===== src/rtl/mem_port_arbiter_if.sv =====
// Bundle of the arbiter's requester, BRAM and response signals.
// slave is the arbiter side; master is the requester/BRAM side.
interface mem_port_arbiter_if #(
  parameter int ADDR_WIDTH   = 10,
  parameter int ROB_IX_WIDTH = 3
);
  logic                    flush_in;
  logic                    ld_valid_in;
  logic [31:0]             ld_addr_in;
  logic [ROB_IX_WIDTH-1:0] ld_rob_ix_in;
  logic                    ld_ready_out;
  logic                    st_valid_in;
  logic [31:0]             st_addr_in;
  logic [31:0]             st_data_in;
  logic [3:0]              st_strb_in;
  logic                    st_ready_out;
  logic                    mem_en_out;
  logic [3:0]              mem_we_out;
  logic [ADDR_WIDTH-1:0]   mem_addr_out;
  logic [31:0]             mem_wdata_out;
  logic [31:0]             mem_rdata_in;
  logic                    ld_resp_valid_out;
  logic [31:0]             ld_resp_data_out;
  logic [ROB_IX_WIDTH-1:0] ld_resp_rob_ix_out;

  modport slave (
    input  flush_in, ld_valid_in, ld_addr_in, ld_rob_ix_in,
    input  st_valid_in, st_addr_in, st_data_in, st_strb_in,
    input  mem_rdata_in,
    output ld_ready_out, st_ready_out,
    output mem_en_out, mem_we_out, mem_addr_out, mem_wdata_out,
    output ld_resp_valid_out, ld_resp_data_out, ld_resp_rob_ix_out
  );

  modport master (
    output flush_in, ld_valid_in, ld_addr_in, ld_rob_ix_in,
    output st_valid_in, st_addr_in, st_data_in, st_strb_in,
    output mem_rdata_in,
    input  ld_ready_out, st_ready_out,
    input  mem_en_out, mem_we_out, mem_addr_out, mem_wdata_out,
    input  ld_resp_valid_out, ld_resp_data_out, ld_resp_rob_ix_out
  );
endinterface


===== src/rtl/mem_port_arbiter.sv =====
// Arbitrates the single data BRAM port between load issue and committed stores,
// registers the access and returns tagged load data through a tag pipeline.
module mem_port_arbiter #(
  parameter int ADDR_WIDTH   = 10,
  parameter int MEM_LATENCY  = 2,
  parameter int STARVE_LIMIT = 4,
  parameter int ROB_IX_WIDTH = 3
) (
  input logic clk_in,
  input logic rst_in,
  mem_port_arbiter_if.slave bus
);
  localparam int STARVE_W = $clog2(STARVE_LIMIT + 1);

  logic                ld_grant;
  logic                st_grant;
  logic [STARVE_W-1:0] starve_cnt_reg, starve_cnt_next;

  logic                    issue_en_reg, issue_en_next;
  logic                    issue_load_reg, issue_load_next;
  logic [3:0]              issue_we_reg, issue_we_next;
  logic [ADDR_WIDTH-1:0]   issue_addr_reg, issue_addr_next;
  logic [31:0]             issue_wdata_reg, issue_wdata_next;
  logic [ROB_IX_WIDTH-1:0] issue_ix_reg, issue_ix_next;

  logic [MEM_LATENCY-1:0]                   tag_valid_reg, tag_valid_next;
  logic [MEM_LATENCY-1:0][ROB_IX_WIDTH-1:0] tag_ix_reg, tag_ix_next;

  logic                    resp_valid_reg;
  logic [31:0]             resp_data_reg;
  logic [ROB_IX_WIDTH-1:0] resp_ix_reg;

  // Stores drain by default; a load only wins alone or once starved.
  always_comb begin
    ld_grant = !rst_in && bus.ld_valid_in && !bus.flush_in &&
               (!bus.st_valid_in || starve_cnt_reg == STARVE_W'(STARVE_LIMIT));
    st_grant = !rst_in && bus.st_valid_in && !ld_grant;
  end

  always_comb begin
    starve_cnt_next = starve_cnt_reg;
    if (bus.flush_in || !bus.ld_valid_in || ld_grant)
      starve_cnt_next = '0;
    else if (st_grant && starve_cnt_reg != STARVE_W'(STARVE_LIMIT))
      starve_cnt_next = starve_cnt_reg + STARVE_W'(1);
  end

  always_comb begin
    issue_en_next    = ld_grant || st_grant;
    issue_load_next  = ld_grant;
    issue_we_next    = 4'b0000;
    issue_addr_next  = issue_addr_reg;
    issue_wdata_next = 32'h0;
    issue_ix_next    = issue_ix_reg;
    if (st_grant) begin
      issue_we_next    = bus.st_strb_in;
      issue_addr_next  = bus.st_addr_in[ADDR_WIDTH+1:2];
      issue_wdata_next = bus.st_data_in;
    end else if (ld_grant) begin
      issue_addr_next = bus.ld_addr_in[ADDR_WIDTH+1:2];
      issue_ix_next   = bus.ld_rob_ix_in;
    end
  end

  // Stage 0 is loaded during the BRAM enable cycle; flush kills every stage.
  generate
    for (genvar gi = 0; gi < MEM_LATENCY; gi++) begin : g_tag
      if (gi == 0) begin : g_first
        assign tag_valid_next[gi] = issue_en_reg && issue_load_reg && !bus.flush_in;
        assign tag_ix_next[gi]    = issue_ix_reg;
      end else begin : g_rest
        assign tag_valid_next[gi] = tag_valid_reg[gi-1] && !bus.flush_in;
        assign tag_ix_next[gi]    = tag_ix_reg[gi-1];
      end
    end
  endgenerate

  always_ff @(posedge clk_in) begin
    if (rst_in) begin
      starve_cnt_reg  <= '0;
      issue_en_reg    <= 1'b0;
      issue_load_reg  <= 1'b0;
      issue_we_reg    <= 4'b0000;
      issue_addr_reg  <= '0;
      issue_wdata_reg <= 32'h0;
      issue_ix_reg    <= '0;
      tag_valid_reg   <= '0;
      tag_ix_reg      <= '0;
      resp_valid_reg  <= 1'b0;
      resp_data_reg   <= 32'h0;
      resp_ix_reg     <= '0;
    end else begin
      starve_cnt_reg  <= starve_cnt_next;
      issue_en_reg    <= issue_en_next;
      issue_load_reg  <= issue_load_next;
      issue_we_reg    <= issue_we_next;
      issue_addr_reg  <= issue_addr_next;
      issue_wdata_reg <= issue_wdata_next;
      issue_ix_reg    <= issue_ix_next;
      tag_valid_reg   <= tag_valid_next;
      tag_ix_reg      <= tag_ix_next;
      resp_valid_reg  <= tag_valid_reg[MEM_LATENCY-1] && !bus.flush_in;
      if (tag_valid_reg[MEM_LATENCY-1] && !bus.flush_in) begin
        resp_data_reg <= bus.mem_rdata_in;
        resp_ix_reg   <= tag_ix_reg[MEM_LATENCY-1];
      end
    end
  end

  assign bus.ld_ready_out       = ld_grant;
  assign bus.st_ready_out       = st_grant;
  assign bus.mem_en_out         = issue_en_reg;
  assign bus.mem_we_out         = issue_we_reg;
  assign bus.mem_addr_out       = issue_addr_reg;
  assign bus.mem_wdata_out      = issue_wdata_reg;
  assign bus.ld_resp_valid_out  = resp_valid_reg;
  assign bus.ld_resp_data_out   = resp_data_reg;
  assign bus.ld_resp_rob_ix_out = resp_ix_reg;

  // Byte offset and bits above the BRAM range are intentionally ignored.
  logic unused_addr_bits;
  assign unused_addr_bits = ^{bus.ld_addr_in[31:ADDR_WIDTH+2], bus.ld_addr_in[1:0],
                              bus.st_addr_in[31:ADDR_WIDTH+2], bus.st_addr_in[1:0]};
endmodule


===== src/flat_wrapper.sv =====
// flat-port wrapper written by rule: the top's interface ports become plain ports
module mem_port_arbiter_flat 
#(
  parameter int ADDR_WIDTH   = 10,
  parameter int MEM_LATENCY  = 2,
  parameter int STARVE_LIMIT = 4,
  parameter int ROB_IX_WIDTH = 3
)
  (clk_in, rst_in, bus_flush_in, bus_ld_valid_in, bus_ld_addr_in, bus_ld_rob_ix_in, bus_st_valid_in, bus_st_addr_in, bus_st_data_in, bus_st_strb_in, bus_mem_rdata_in, bus_ld_ready_out, bus_st_ready_out, bus_mem_en_out, bus_mem_we_out, bus_mem_addr_out, bus_mem_wdata_out, bus_ld_resp_valid_out, bus_ld_resp_data_out, bus_ld_resp_rob_ix_out);
  mem_port_arbiter_if #(.ADDR_WIDTH(ADDR_WIDTH), .ROB_IX_WIDTH(ROB_IX_WIDTH)) bus_i ();
  input logic clk_in;
  input logic rst_in;
  input wire logic [$bits(bus_i.flush_in)-1:0] bus_flush_in;
  input wire logic [$bits(bus_i.ld_valid_in)-1:0] bus_ld_valid_in;
  input wire logic [$bits(bus_i.ld_addr_in)-1:0] bus_ld_addr_in;
  input wire logic [$bits(bus_i.ld_rob_ix_in)-1:0] bus_ld_rob_ix_in;
  input wire logic [$bits(bus_i.st_valid_in)-1:0] bus_st_valid_in;
  input wire logic [$bits(bus_i.st_addr_in)-1:0] bus_st_addr_in;
  input wire logic [$bits(bus_i.st_data_in)-1:0] bus_st_data_in;
  input wire logic [$bits(bus_i.st_strb_in)-1:0] bus_st_strb_in;
  input wire logic [$bits(bus_i.mem_rdata_in)-1:0] bus_mem_rdata_in;
  output wire logic [$bits(bus_i.ld_ready_out)-1:0] bus_ld_ready_out;
  output wire logic [$bits(bus_i.st_ready_out)-1:0] bus_st_ready_out;
  output wire logic [$bits(bus_i.mem_en_out)-1:0] bus_mem_en_out;
  output wire logic [$bits(bus_i.mem_we_out)-1:0] bus_mem_we_out;
  output wire logic [$bits(bus_i.mem_addr_out)-1:0] bus_mem_addr_out;
  output wire logic [$bits(bus_i.mem_wdata_out)-1:0] bus_mem_wdata_out;
  output wire logic [$bits(bus_i.ld_resp_valid_out)-1:0] bus_ld_resp_valid_out;
  output wire logic [$bits(bus_i.ld_resp_data_out)-1:0] bus_ld_resp_data_out;
  output wire logic [$bits(bus_i.ld_resp_rob_ix_out)-1:0] bus_ld_resp_rob_ix_out;
  assign bus_i.flush_in = bus_flush_in;
  assign bus_i.ld_valid_in = bus_ld_valid_in;
  assign bus_i.ld_addr_in = bus_ld_addr_in;
  assign bus_i.ld_rob_ix_in = bus_ld_rob_ix_in;
  assign bus_i.st_valid_in = bus_st_valid_in;
  assign bus_i.st_addr_in = bus_st_addr_in;
  assign bus_i.st_data_in = bus_st_data_in;
  assign bus_i.st_strb_in = bus_st_strb_in;
  assign bus_i.mem_rdata_in = bus_mem_rdata_in;
  assign bus_ld_ready_out = bus_i.ld_ready_out;
  assign bus_st_ready_out = bus_i.st_ready_out;
  assign bus_mem_en_out = bus_i.mem_en_out;
  assign bus_mem_we_out = bus_i.mem_we_out;
  assign bus_mem_addr_out = bus_i.mem_addr_out;
  assign bus_mem_wdata_out = bus_i.mem_wdata_out;
  assign bus_ld_resp_valid_out = bus_i.ld_resp_valid_out;
  assign bus_ld_resp_data_out = bus_i.ld_resp_data_out;
  assign bus_ld_resp_rob_ix_out = bus_i.ld_resp_rob_ix_out;
  mem_port_arbiter #(.ADDR_WIDTH(ADDR_WIDTH), .MEM_LATENCY(MEM_LATENCY), .STARVE_LIMIT(STARVE_LIMIT), .ROB_IX_WIDTH(ROB_IX_WIDTH)) u_core (.clk_in(clk_in), .rst_in(rst_in), .bus(bus_i));
endmodule

===== config.mk =====
export PLATFORM = sky130hd
export DESIGN_NAME = mem_port_arbiter_flat
export DESIGN_NICKNAME = d
export VERILOG_FILES = /design/src/rtl/mem_port_arbiter_if.sv /design/src/rtl/mem_port_arbiter.sv /design/src/flat_wrapper.sv
export SDC_FILE = /design/constraint.sdc
export NUM_CORES = 1
export LEC_CHECK = 0
export CAP_MARGIN = 20
export CORE_MARGIN = 5
export CORE_UTILIZATION = 38
export DETAILED_ROUTE_END_ITERATION = 8
export PLACE_DENSITY = 0.85
export SYNTH_ARGS = -nofsm -noshare
export SYNTH_HDL_FRONTEND = slang
export SYNTH_SLANG_ARGS = --single-unit

===== constraint.sdc =====
create_clock -name clk_in -period 2.1 [get_ports clk_in]
set_input_delay 0.21 -clock clk_in [delete_from_list [all_inputs] [get_ports clk_in]]
set_output_delay 0.21 -clock clk_in [all_outputs]
set_load 0.01 [all_outputs]

Word level (Yosys, flattened, before mapping)
Index checks and enable logic that the tools add are counted.
{ "totals": {"inputBits": 140, "regBits": 98, "out_inout_bits": 85} }
{ "classes": {"n_reduce_logical": 23, "add_sub_neg": 1, "eq_ne": 2, "n_mux": 2, "bitwise_logic": 1} }
{ "ops": {"columns": ["cell", "n"], "rows": [
  ["$mux 10", 2],
  ["$logic_and 1x1->1", 10],
  ["$logic_not 1->1", 5],
  ["$logic_or 1x1->1", 4],
  ["$reduce_or 2->1", 2],
  ["$add 3x1->3 const B", 1],
  ["$eq 3x3->1 const B", 1],
  ["$ne 3x3->1 const B", 1],
  ["$reduce_and 2->1", 1],
  ["$reduce_bool 2->1", 1],
  ["$not 1->1", 1]
]} }

Logic depth before layout (Yosys ltp)
{ "logic_depth": {"word_depth": 8, "ltp_mapped": 6, "mapped_depth_nobuf": 5} }

Worst setup path after synthesis
No wires, ideal clock.
{ "synth_path": {"path_type": "register to output", "startpoint": "register u_core.starve_cnt_reg[0]", "endpoint": "output bus_ld_ready_out", "path_slack_ns": 0.671, "path_stages_with_launch": 6, "required_time_ns": 1.890, "arrival_time_ns": 1.219, "cell_sequence": "dfxtp_1 > inv_1 > ha_1 > a21boi_2 > buf_6 > nor3_1"} }
{ "synth_via": {"elab_chain_cells": 3} }
{ "synth_lines": {"columns": ["item", "line", "text"], "rows": [
  ["start, declared", "mem_port_arbiter.sv:17", "logic [STARVE_W-1:0] starve_cnt_reg, starve_cnt_next;"],
  ["start signal, assigned", "mem_port_arbiter.sv:93", "starve_cnt_reg <= starve_cnt_next;"],
  ["$eq 3x3->1", "mem_port_arbiter.sv:36", "(!bus.st_valid_in || starve_cnt_reg == STARVE_W'(STARVE_LIMIT));"],
  ["$logic_or 1x1->1", "mem_port_arbiter.sv:36", null],
  ["$logic_and 1x1->1", "mem_port_arbiter.sv:35", "ld_grant = !rst_in && bus.ld_valid_in && !bus.flush_in &&"],
  ["end, declared", "flat_wrapper.sv:22", "output wire logic [$bits(bus_i.ld_ready_out)-1:0] bus_ld_ready_out;"]
]} }
Every way passes these cells.

Worst setup path in the final report
{ "layout_path": {"startpoint": "register u_core.starve_cnt_reg[0]", "endpoint": "output bus_st_ready_out"} }
{ "layout_via": {"elab_chain_cells": 5} }
{ "layout_lines": {"columns": ["item", "line", "text"], "rows": [
  ["$eq 3x3->1", "mem_port_arbiter.sv:36", null],
  ["$logic_or 1x1->1", "mem_port_arbiter.sv:36", null],
  ["$logic_and 1x1->1", "mem_port_arbiter.sv:35", null],
  ["$logic_not 1->1", "mem_port_arbiter.sv:37", "st_grant = !rst_in && bus.st_valid_in && !ld_grant;"],
  ["$logic_and 1x1->1", "mem_port_arbiter.sv:37", null],
  ["end, declared", "flat_wrapper.sv:23", "output wire logic [$bits(bus_i.st_ready_out)-1:0] bus_st_ready_out;"]
]} }
Every way passes these cells.

==> results.sh <==
export IMPL_yosysTopAreaCellShare_pct=58.9
export IMPL_grt_pass1_vias=2855
export IMPL_slew_violations=0
export IMPL_clk_pin_slew_ps=90
export IMPL_antenna_cells=0
export IMPL_status="completed"
export IMPL_die_y_um=104
export IMPL_grt_overflow=0
export IMPL_final_cells=620
export IMPL_port_buffers=180
export IMPL_dieWidth_um=104
export IMPL_area_growth_pct=61.8
export IMPL_grt_pass1_wl_um=14500
export IMPL_hp_class="in -> reg"
export IMPL_synth_seq_area_share_pct=58.9
export IMPL_endpoint_kind="output port"
export IMPL_setup_violations=0
export IMPL_firstDrtPassIters=4
export IMPL_cp_data_required_time_ps=1890
export IMPL_clockRootBuffer="clkbuf_8"
export IMPL_placed_cell_area_um2=5190
export IMPL_min_period_ps=1990
export IMPL_die_area_um2=10700
export IMPL_path_depth=4
export IMPL_total_power_mw=3.49
export IMPL_syn_nets=474
export IMPL_fin_setup_tns_ps=0
export IMPL_crit_fanout=6
export IMPL_core_rowCount=34
export IMPL_met1Wirelength_um=3350
export IMPL_synth_seq_cells=98
export IMPL_clock_skew_ps=9.13
export IMPL_vias=2868
export IMPL_numCtsBuffers=9
export IMPL_grt_max_degree=46
export IMPL_wl_per_cell_um=14.3
export IMPL_routed_wl_met3_um=759
export IMPL_routed_via_density=4.63
export IMPL_clockBufferDepth=2
export IMPL_synth_area_leaders="dfxtp_1, nand2_1, and2_1, a21oi_1, mux2i_1"
export IMPL_final_hold_viol_count=0
export IMPL_slew_headroom_pct=69.7
export IMPL_htree_levels=3
export IMPL_cap_violations=0
export IMPL_p_leak_nw=1.98
export IMPL_final_antenna_net_count=0
export IMPL_ioPinCount=225
export IMPL_drc=0
export IMPL_worst_pin_slew_ps=455
export IMPL_routed_wl_um=8860
export IMPL_gp_congestion=0.728
export IMPL_critical_path_class="reg -> out"
export IMPL_grt_usage_pct=16.3
export IMPL_initial_core_util_pct=38.6
export IMPL_antenna_found_initial=0
export IMPL_arrival_ps=1780
export IMPL_power_density_nw_per_um2=648
export IMPL_start_kind="register"
export IMPL_rr_worst_depth=6
export IMPL_synth_area_um2=3330
export IMPL_preCtsSetupSlack_ps=213
export IMPL_critical_path_max_stage_delay_ps=590
export IMPL_layout_setup_ws_ps=107
export IMPL_netlist_instances=332
export IMPL_hold_depth=3
export IMPL_drive_above_1_share_pct=7.81
export IMPL_dp_hpwl_um=6680
export IMPL_cts_setup_buffers=0
export IMPL_cts_tree="built"
export IMPL_yosysUniqueCellTypes=27
export IMPL_synth_top_area_cell="dfxtp_1"
export IMPL_top_layer="met4"
export IMPL_core_area_um2=8640
export IMPL_met2WireLength_um=4690
export IMPL_crit_buf_inv=2
export IMPL_peakVddDrop_uv=397
export IMPL_worstPathCellList="inv_1 -> ha_4 -> a31oi_4 -> clkdlybuf4s50_1"
export IMPL_drtIter0Drc=83
export IMPL_fill_cells=717
export IMPL_critPathTopFamily="buffers and inverters"
export IMPL_clk_latency_ps=350
export IMPL_critPathSlowestCell="clkdlybuf4s50_1"
export IMPL_nets=649
export IMPL_rsz0062_at_grt="false"
export IMPL_fmax_mhz=502
export IMPL_clkSinkCount=98
export IMPL_yosys_warnings=0
export IMPL_dp_cells=604
export IMPL_design_area_um2=5390
export IMPL_fin_crit_sh_pct=94.9
export IMPL_syn_area_per_cell_um2=10.0
-- cells in the final DEF (no fill, tap or decap) --
cell type,synthesis,routed
nor3_1,3,3
mux2i_1,11,11
o21ai_2,8,8
nor2b_2,1,2
a21boi_0,3,3
buf_2,13,1
a21bo_1,1,1
dfxtp_1,98,98
nand2b_1,2,2
buf_4,1,7
inv_6,0,1
inv_1,4,4
and2_1,38,38
a21boi_2,1,1
a21oi_1,35,35
clkinvlp_4,0,1
a31oi_4,1,1
nor2_1,5,5
inv_8,0,1
and3_1,1,1
nand2_1,70,70
a31o_1,3,3
o21ai_0,2,2
clkinv_2,0,1
clkdlybuf4s50_1,0,179
ha_4,0,1
a2111oi_2,2,2
clkbuf_8,0,10
o311a_1,10,10
nand2b_2,1,1
clkinv_4,0,2
nor2b_1,7,6
ha_1,2,1
-- cells in the mapped netlist (all sizes together) --
library cell,count
a2111oi,2
a21bo,1
a21boi,4
a21oi,35
a31o,3
a31oi,1
and2,38
and3,1
buf,17
clkbuf,6
dfxtp,98
ha,2
inv,4
mux2i,11
nand2,70
nand2b,3
nor2,5
nor2b,8
nor3,3
o21ai,10
o311a,10
-- report_power, final --
| part | internal, mW | switching (mW) |
|---|---|---|
| Combinational | 0.284 | 0.147 |
| Sequential | 1.91 | 0.0163 |
| Clock | 0.478 | 0.658 |
| Total | 2.67 | 0.822 |
-- what timing repair did --
item	in CTS	in global routing
setup endpoints to repair	2	2
hold buffers	0	0
gates cloned	0	0
pin swaps	0	0
gates resized for setup	1	1
-- kinds of logic after synthesis --
kind of cell | count (synthesis) | share of synthesized area, %
adders and majority gates | 2 | 0.751
AOI/OAI and AO/OA | 66 | 14.3
and+or+nand+nor | 128 | 18.4
DFF | 98 | 58.9
buffers and inverters | 27 | 4.32
muxes | 11 | 3.30
-- metal layers --
layer,vias up,global-route usage [%]
met5,-,0
met4,0,3.37
met3,7,6.78
met2,115,29.8
met1,1306,17.5
li1,1440,-
-- worst min-delay path: stages --
cell and delay [ps]:
buf_2 110, nand2b_2 200, a2111oi_2 70
-- final cells by class --
cell class / instances / area [µm²] / area share, %
inverter: 4 / 15.0 / 0.279
multi-input combinational: 207 / 1240 / 23.0
tap: 108 / 135 / 2.51
clock buffer: 10 / 138 / 2.55
timing repair buffer: 187 / 1850 / 34.3
clock inverter: 6 / 50.0 / 0.929
sequential: 98 / 1960 / 36.4
-- stage by stage --
stage,hold WS (ps),utilization [%]
after floorplan,332,-
after global placement,413,60.1
after detailed placement,422,60.1
after CTS,270,62.3
after global routing,282,62.4
final,289,62.4
-- worst paths after layout --
path	endpoint	start	slack, ps
setup reg to reg	u_core.issue_ix_reg[2]	u_core.starve_cnt_reg[0]	530
setup / recovery	bus_st_ready_out	u_core.starve_cnt_reg[0]	110
hold reg to reg	u_core.tag_valid_reg[1]	u_core.tag_valid_reg[0]	440
hold / removal	u_core.starve_cnt_reg[1]	rst_in	290
No activity file was read; power rests on OpenSTA's default activity.
